===== config.mk =====
export PLATFORM = sky130hd
export DESIGN_NAME = sin_nco
export DESIGN_NICKNAME = d
export VERILOG_FILES = /design/src/rtl/sin_nco.sv
export SDC_FILE = /design/constraint.sdc
export NUM_CORES = 1
export LEC_CHECK = 0
export ABC_CLOCK_PERIOD_IN_PS = 3900
export CELL_PAD_IN_SITES_DETAIL_PLACEMENT = 1
export CELL_PAD_IN_SITES_GLOBAL_PLACEMENT = 2
export CORE_ASPECT_RATIO = 0.8
export CORE_UTILIZATION = 34
export CTS_BUF_LIST = sky130_fd_sc_hd__clkbuf_8
export CTS_CLUSTER_SIZE = 40
export DETAILED_ROUTE_END_ITERATION = 8
export PLACE_DENSITY_LB_ADDON = 0.1
export RECOVER_POWER = 50
export SYNTH_ARGS = -nofsm -noshare
export SYNTH_HDL_FRONTEND = slang
export SYNTH_SLANG_ARGS = --single-unit

===== constraint.sdc =====
create_clock -name nco_clk -period 3.9 [get_ports nco_clk]
set_input_delay 0.585 -clock nco_clk [delete_from_list [all_inputs] [get_ports nco_clk]]
set_output_delay 0.585 -clock nco_clk [all_outputs]
set_load 0.005 [all_outputs]

===== src/rtl/sin_nco.sv =====
// sin_nco -- quarter-wave-LUT sine numerically controlled oscillator.
//
// Produces an unsigned offset-binary sine sample stream for a first-order
// sigma-delta modulator. An internal rate divider produces sample ticks. On
// each tick the phase accumulator advances by the active tuning word. The
// phase is folded onto a quarter-wave table and unfolded to a full-scale code.
// The quarter-wave table is computed at elaboration from the closed-form
// definition, so the ROM needs no external image.
//
// Ports:
//   nco_clk    single clock, shared with the modulator
//   nco_rst    asynchronous active-high reset
//   ftw        frequency tuning word (phase increment per tick)
//   ftw_wr     one-cycle strobe; loads ftw into the shadow register
//   div        a tick occurs every div+1 clocks
//   phase_clr  one-cycle strobe; zeroes the phase accumulator
//   ftw_pend   shadow word written but not yet applied
//   nco_dout   offset-binary sine sample, mid-scale 2^(DATA_W-1), held between ticks
//   nco_valid  one-cycle pulse when nco_dout takes a new sample
module sin_nco #(
    parameter int    DATA_W   = 16,
    parameter int    PHASE_W  = 24,
    parameter int    LUT_AW   = 8,
    parameter int    DIV_W    = 8,
    parameter string LUT_FILE = "sin_quarter.hex"
) (
    input  logic               nco_clk,
    input  logic               nco_rst,
    input  logic [PHASE_W-1:0] ftw,
    input  logic               ftw_wr,
    input  logic [DIV_W-1:0]   div,
    input  logic               phase_clr,
    output logic               ftw_pend,
    output logic [DATA_W-1:0]  nco_dout,
    output logic               nco_valid
);

    localparam int  LUT_N   = 2 ** LUT_AW;
    localparam real HALF_PI = 1.5707963267948966;
    localparam logic [DATA_W-1:0] MID_SCALE = {1'b1, {(DATA_W-1){1'b0}}};

    // L[i] = round((2^(DATA_W-1)-1) * sin(pi/2 * (i+0.5) / 2^LUT_AW)).
    // The half-step offset keeps both quadrant endpoints off the table, so
    // the fold never repeats a sample at a quadrant boundary.
    function automatic logic [LUT_N-1:0][DATA_W-2:0] make_lut();
        logic [LUT_N-1:0][DATA_W-2:0] tbl;
        real amp;
        real ang;
        int  val;
        tbl = '0;
        amp = real'((32'd1 << (DATA_W - 1)) - 32'd1);
        for (int i = 0; i < LUT_N; i++) begin
            ang    = HALF_PI * (real'(i) + 0.5) / real'(LUT_N);
            val    = $rtoi(amp * $sin(ang) + 0.5);
            tbl[i] = val[DATA_W-2:0];
        end
        return tbl;
    endfunction

    localparam logic [LUT_N-1:0][DATA_W-2:0] LUT = make_lut();

    // Negative half maps to (2^(DATA_W-1)-1) - mag, which is simply ~mag in
    // DATA_W-1 bits; positive half maps to 2^(DATA_W-1) + mag. Neither can
    // overflow, and the result is symmetric about mid-scale minus one half.
    function automatic logic [DATA_W-1:0] unfold(input logic neg,
                                                 input logic [DATA_W-2:0] mag);
        logic [DATA_W-1:0] res;
        if (neg) begin
            res = {1'b0, ~mag};
        end else begin
            res = {1'b1, mag};
        end
        return res;
    endfunction

    // The table is generated internally; any other image name cannot be honoured.
    if (LUT_FILE != "sin_quarter.hex") begin : g_lut_file_check
        $error("sin_nco: quarter-wave table is built in, LUT_FILE override unsupported");
    end

    logic [DIV_W-1:0]   cnt_r;
    logic               tick_s;
    logic [PHASE_W-1:0] phase_r;
    logic [PHASE_W-1:0] ftw_act_r;
    logic [PHASE_W-1:0] shadow_r;
    logic [LUT_AW+1:0]  s1_phase_r;     // quadrant + table index bits of the captured phase
    logic               s1_valid_r;
    logic [1:0]         fold_q_s;
    logic [LUT_AW-1:0]  fold_idx_s;
    logic [LUT_AW-1:0]  fold_addr_s;
    logic               fold_neg_s;
    logic [DATA_W-2:0]  rom_mag_r;
    logic               rom_neg_r;
    logic               rom_valid_r;

    // Tick whenever the counter has reached div; >= keeps a lowered div from stalling.
    always_comb begin
        tick_s = (cnt_r >= div);
    end

    // Sample-rate divider counter.
    always_ff @(posedge nco_clk or posedge nco_rst) begin
        if (nco_rst) begin
            cnt_r <= {DIV_W{1'b0}};
        end else if (tick_s) begin
            cnt_r <= {DIV_W{1'b0}};
        end else begin
            cnt_r <= cnt_r + DIV_W'(1);
        end
    end

    // Phase accumulator and stage-1 capture; a clear wins over the increment
    // but the coincident tick still captures the pre-clear phase.
    always_ff @(posedge nco_clk or posedge nco_rst) begin
        if (nco_rst) begin
            phase_r    <= {PHASE_W{1'b0}};
            s1_phase_r <= {(LUT_AW+2){1'b0}};
            s1_valid_r <= 1'b0;
        end else begin
            s1_valid_r <= tick_s;
            if (tick_s) begin
                s1_phase_r <= phase_r[PHASE_W-1 -: LUT_AW+2];
            end
            if (phase_clr) begin
                phase_r <= {PHASE_W{1'b0}};
            end else if (tick_s) begin
                phase_r <= phase_r + ftw_act_r;
            end
        end
    end

    // Double-buffered tuning word: the tick that applies the shadow still
    // increments with the old active word; a write on that same tick keeps
    // the pending flag set for the newly written word.
    always_ff @(posedge nco_clk or posedge nco_rst) begin
        if (nco_rst) begin
            shadow_r  <= {PHASE_W{1'b0}};
            ftw_act_r <= {PHASE_W{1'b0}};
            ftw_pend  <= 1'b0;
        end else begin
            if (ftw_wr) begin
                shadow_r <= ftw;
            end
            if (tick_s && ftw_pend) begin
                ftw_act_r <= shadow_r;
            end
            if (ftw_wr) begin
                ftw_pend <= 1'b1;
            end else if (tick_s) begin
                ftw_pend <= 1'b0;
            end
        end
    end

    // Fold the captured phase onto the quarter-wave table: odd quadrants run
    // the table backwards, the upper half-cycle is negated.
    always_comb begin
        fold_q_s   = s1_phase_r[LUT_AW+1 -: 2];
        fold_idx_s = s1_phase_r[LUT_AW-1:0];
        fold_neg_s = fold_q_s[1];
        if (fold_q_s[0]) begin
            fold_addr_s = ~fold_idx_s;
        end else begin
            fold_addr_s = fold_idx_s;
        end
    end

    // Synchronous ROM read with the sign forwarded alongside.
    always_ff @(posedge nco_clk or posedge nco_rst) begin
        if (nco_rst) begin
            rom_mag_r   <= {(DATA_W-1){1'b0}};
            rom_neg_r   <= 1'b0;
            rom_valid_r <= 1'b0;
        end else begin
            rom_mag_r   <= LUT[fold_addr_s];
            rom_neg_r   <= fold_neg_s;
            rom_valid_r <= s1_valid_r;
        end
    end

    // Output register: updates only on a valid sample so the modulator sees a held value.
    always_ff @(posedge nco_clk or posedge nco_rst) begin
        if (nco_rst) begin
            nco_dout  <= MID_SCALE;
            nco_valid <= 1'b0;
        end else begin
            nco_valid <= rom_valid_r;
            if (rom_valid_r) begin
                nco_dout <= unfold(rom_neg_r, rom_mag_r);
            end
        end
    end

endmodule


==> results.tsv <==
metric	value	unit
register_area	0.003167	mm^2
synthCells	1727	
track_usage	41.40	%
finalHoldViolations	0	
worst_path_max_delay_cell	nor4b_1	
r2r-start	s1_phase_r[8]	
postRouteAntennaNets	0	
grt_pass1_wl	116.5	mm
timing.critical_path.buf_inv	2	
layout-drive-gt1-share	17.23	%
fmax	259.5	MHz
cts_buffer_depth	2	
cts_buffers	17	
synth_ff_type	dfrtp_1	
synth_top_family_by_area	compound AO/OA/AOI/OAI gates	
cp.depth	10	
syn_avg_cell_area	7.596	um^2
firstDrtPassIters	6	
dp_hpwl	61.91	mm
grt_pass1_vias	15461	
die_h	177.7	um
setup-violations-final	0	
status	finished with violations	
hp-start	s1_valid_r	
first_iter_violations	2305	
initial_core_util	34.96	%
port-buffer-count	53	
yosysWarningCount	0	
die_w	221.6	um
yosysTopAreaCell	dfrtp_1	
synth-compound-area-share	34.27	%
post_cts_buffers	0	
hp-class	register to register	
clock_latency	0.49	ns
maxCapViolCount	2	
synth_mux_area_share	5.608	%
antenna_found_initial	4	
grt_max_degree	64	
gp_congestion	1.092	
synthXorXnorAreaFrac	3.929	%
synth_fa_ha_area_share	4.826	%
slew_viol_final	128	
fin_crit_sh	98.82	%
multiInputGateArea	0.009032	mm^2
ys_types	90	
final_nets	1895	
setup_tns	0	ns
clock_sinks	126	
violations	max-capacitance violations, max-slew violations	
startpoint_type	register	
path_max_fanout	9	
area.growth.synth_to_final	17.17	%
slew-limit-headroom	-21.98	%
synth_nets	1813	
grt_overflow	0	
slowest_delay	0.90	ns
drt_wl_total	82.45	mm
ys_seq_elements	126	
final_cell_mix	180 x nand2_1, 171 x a21oi_1, 170 x buf_4, 154 x o21ai_0, 127 x nor2_1	
endpoint_kind	register	
crit_chain	xor2_4 -> inv_1 -> ha_1 -> buf_4 -> or2_2 -> a21oi_1 -> a21oi_1 -> o21ai_0 -> nor4b_1 -> a2111oi_2	
vias_per_cell	6.990	
cts_htree_levels	4	
worstSetupPathType	register to register	
synth.area.top_cells	dfrtp_1 24%, a21oi_1 6.5%, o21ai_0 5.9%	
placementRows	63	
root_buffer	clkbuf_8	
num_io_pins	54	
synth_top_area_share	23.84	%
finClkSkew	0.02363	ns
routedWlPerCell	35.68	um
cts_tree	done	
cts_hold_buf	0	
yosys.area_share.simple	19.81	%
arrival	4.16	ns
fillCellCount	4561	
coreArea	0.03752	mm^2
crit_top_cell	a21oi_1	
cp_top_family	simple AND/OR/NAND/NOR gates	
cts_resized	0	
final_common_cell	nand2_1	
cp.required	4.21	ns
die-area	0.03938	mm^2
synth_edf_count	0	
worstMarginPinSlew	1.830	ns
reg2regPathDepth	10	
cp-startpoint	s1_phase_r[8]	
drcViolationCount	0	
min_period	3.854	ns
clk_pin_slew	0.08	ns
synthesis.area	0.01312	mm^2
yosysSeqAreaShare	24.04	%
vias	16155	
grt_setup_unrepaired	no	
hold_depth	0	
async_reset_ff_share	100.0	%
registers in the layout, summed over array words and instances, names as in the netlist:
name,count
rom_neg_r,1
ftw_pend,1
nco_dout,16
s1_valid_r,1
shadow_r,24
nco_valid,1
rom_valid_r,1
rom_mag_r,15
phase_r,24
cnt_r,8
ftw_act_r,24
s1_phase_r,10
worst reg2reg max path, delay by kind of cell, from the launching register on:
| kind | cells | cell delay [ns] |
|---|---|---|
| AND/OR/NAND/NOR | 2 | 1.29 |
| AO/OA/AOI/OAI | 4 | 0.59 |
| flip-flops | 1 | 0.55 |
| buffers and inverters | 2 | 0.50 |
| adder cells (fa/ha/maj) | 1 | 0.43 |
| XOR/XNOR | 1 | 0.33 |
kinds of logic (layout without fill, tap and decap cells):
group,Yosys count,in the layout
DFF,126,126
and+or+nand+nor,543,543
muxes,62,62
adders and majority gates,50,50
xor gates and xnor gates,52,52
buffers and inverters,204,299
other,0,2
AOI/OAI and AO/OA,690,690
metrics by stage:
step / utilization, % / worst slack [ns] / cell area, um^2 / std cells / hold slack (ns)
after floorplan: - / 0.3948 / 13120 / 1727 / 0.3312
after global placement: 39.92 / 0.3310 / 14980 / 2277 / 0.3335
after detailed placement: 39.92 / 0.3286 / 14980 / 2277 / 0.3373
after CTS: 41.03 / 0.3099 / 15400 / 2309 / 0.3553
after global routing: 40.95 / 0.1138 / 15370 / 2309 / 0.3715
final: 40.97 / 0.04586 / 15370 / 2311 / 0.3523
Yosys cell counts (36+ instances only):
cell	instances
clkbuf_1	67
a211oi_1	40
o22ai_1	39
o21ai_0	154
dfrtp_1	125
nor2_1	128
nand3_1	44
mux2_2	52
nor3_1	36
a31oi_1	41
ha_1	49
buf_2	70
nand2_1	180
a21oi_1	171
cell type report:
class / count / area share, %
Multi-Input combinational cell: 1397 / 58.76
Timing Repair Buffer: 235 / 13.12
Clock buffer: 17 / 1.522
Sequential cell: 126 / 20.60
Inverter: 32 / 0.7896
Clock inverter: 15 / 1.205
Tap cell: 487 / 3.964
Antenna cell: 2 / 0.03256
path summary, 6_finish.rpt:
check | to | slack (ns)
min | rom_valid_r | 0.35
max reg2reg | rom_mag_r[1] | 0.05
min reg2reg | rom_valid_r | 0.35
max in group asynchronous | s1_phase_r[8] | 1.33
min in group asynchronous | shadow_r[16] | 1.15
max | rom_mag_r[1] | 0.05
per-layer routing:
metal / wire length [um] / track usage [%] / vias up
li1: - / - / 6630
met1: 35660 / 57.99 / 8032
met2: 30380 / 53.00 / 1239
met3: 12640 / 19.72 / 252
met4: 3760 / 16.44 / 2
met5: 12 / 0 / -
Power is left out: the tool's default activity adds up to more than one toggle a clock period on the data nets, which glitch-free logic cannot reach.
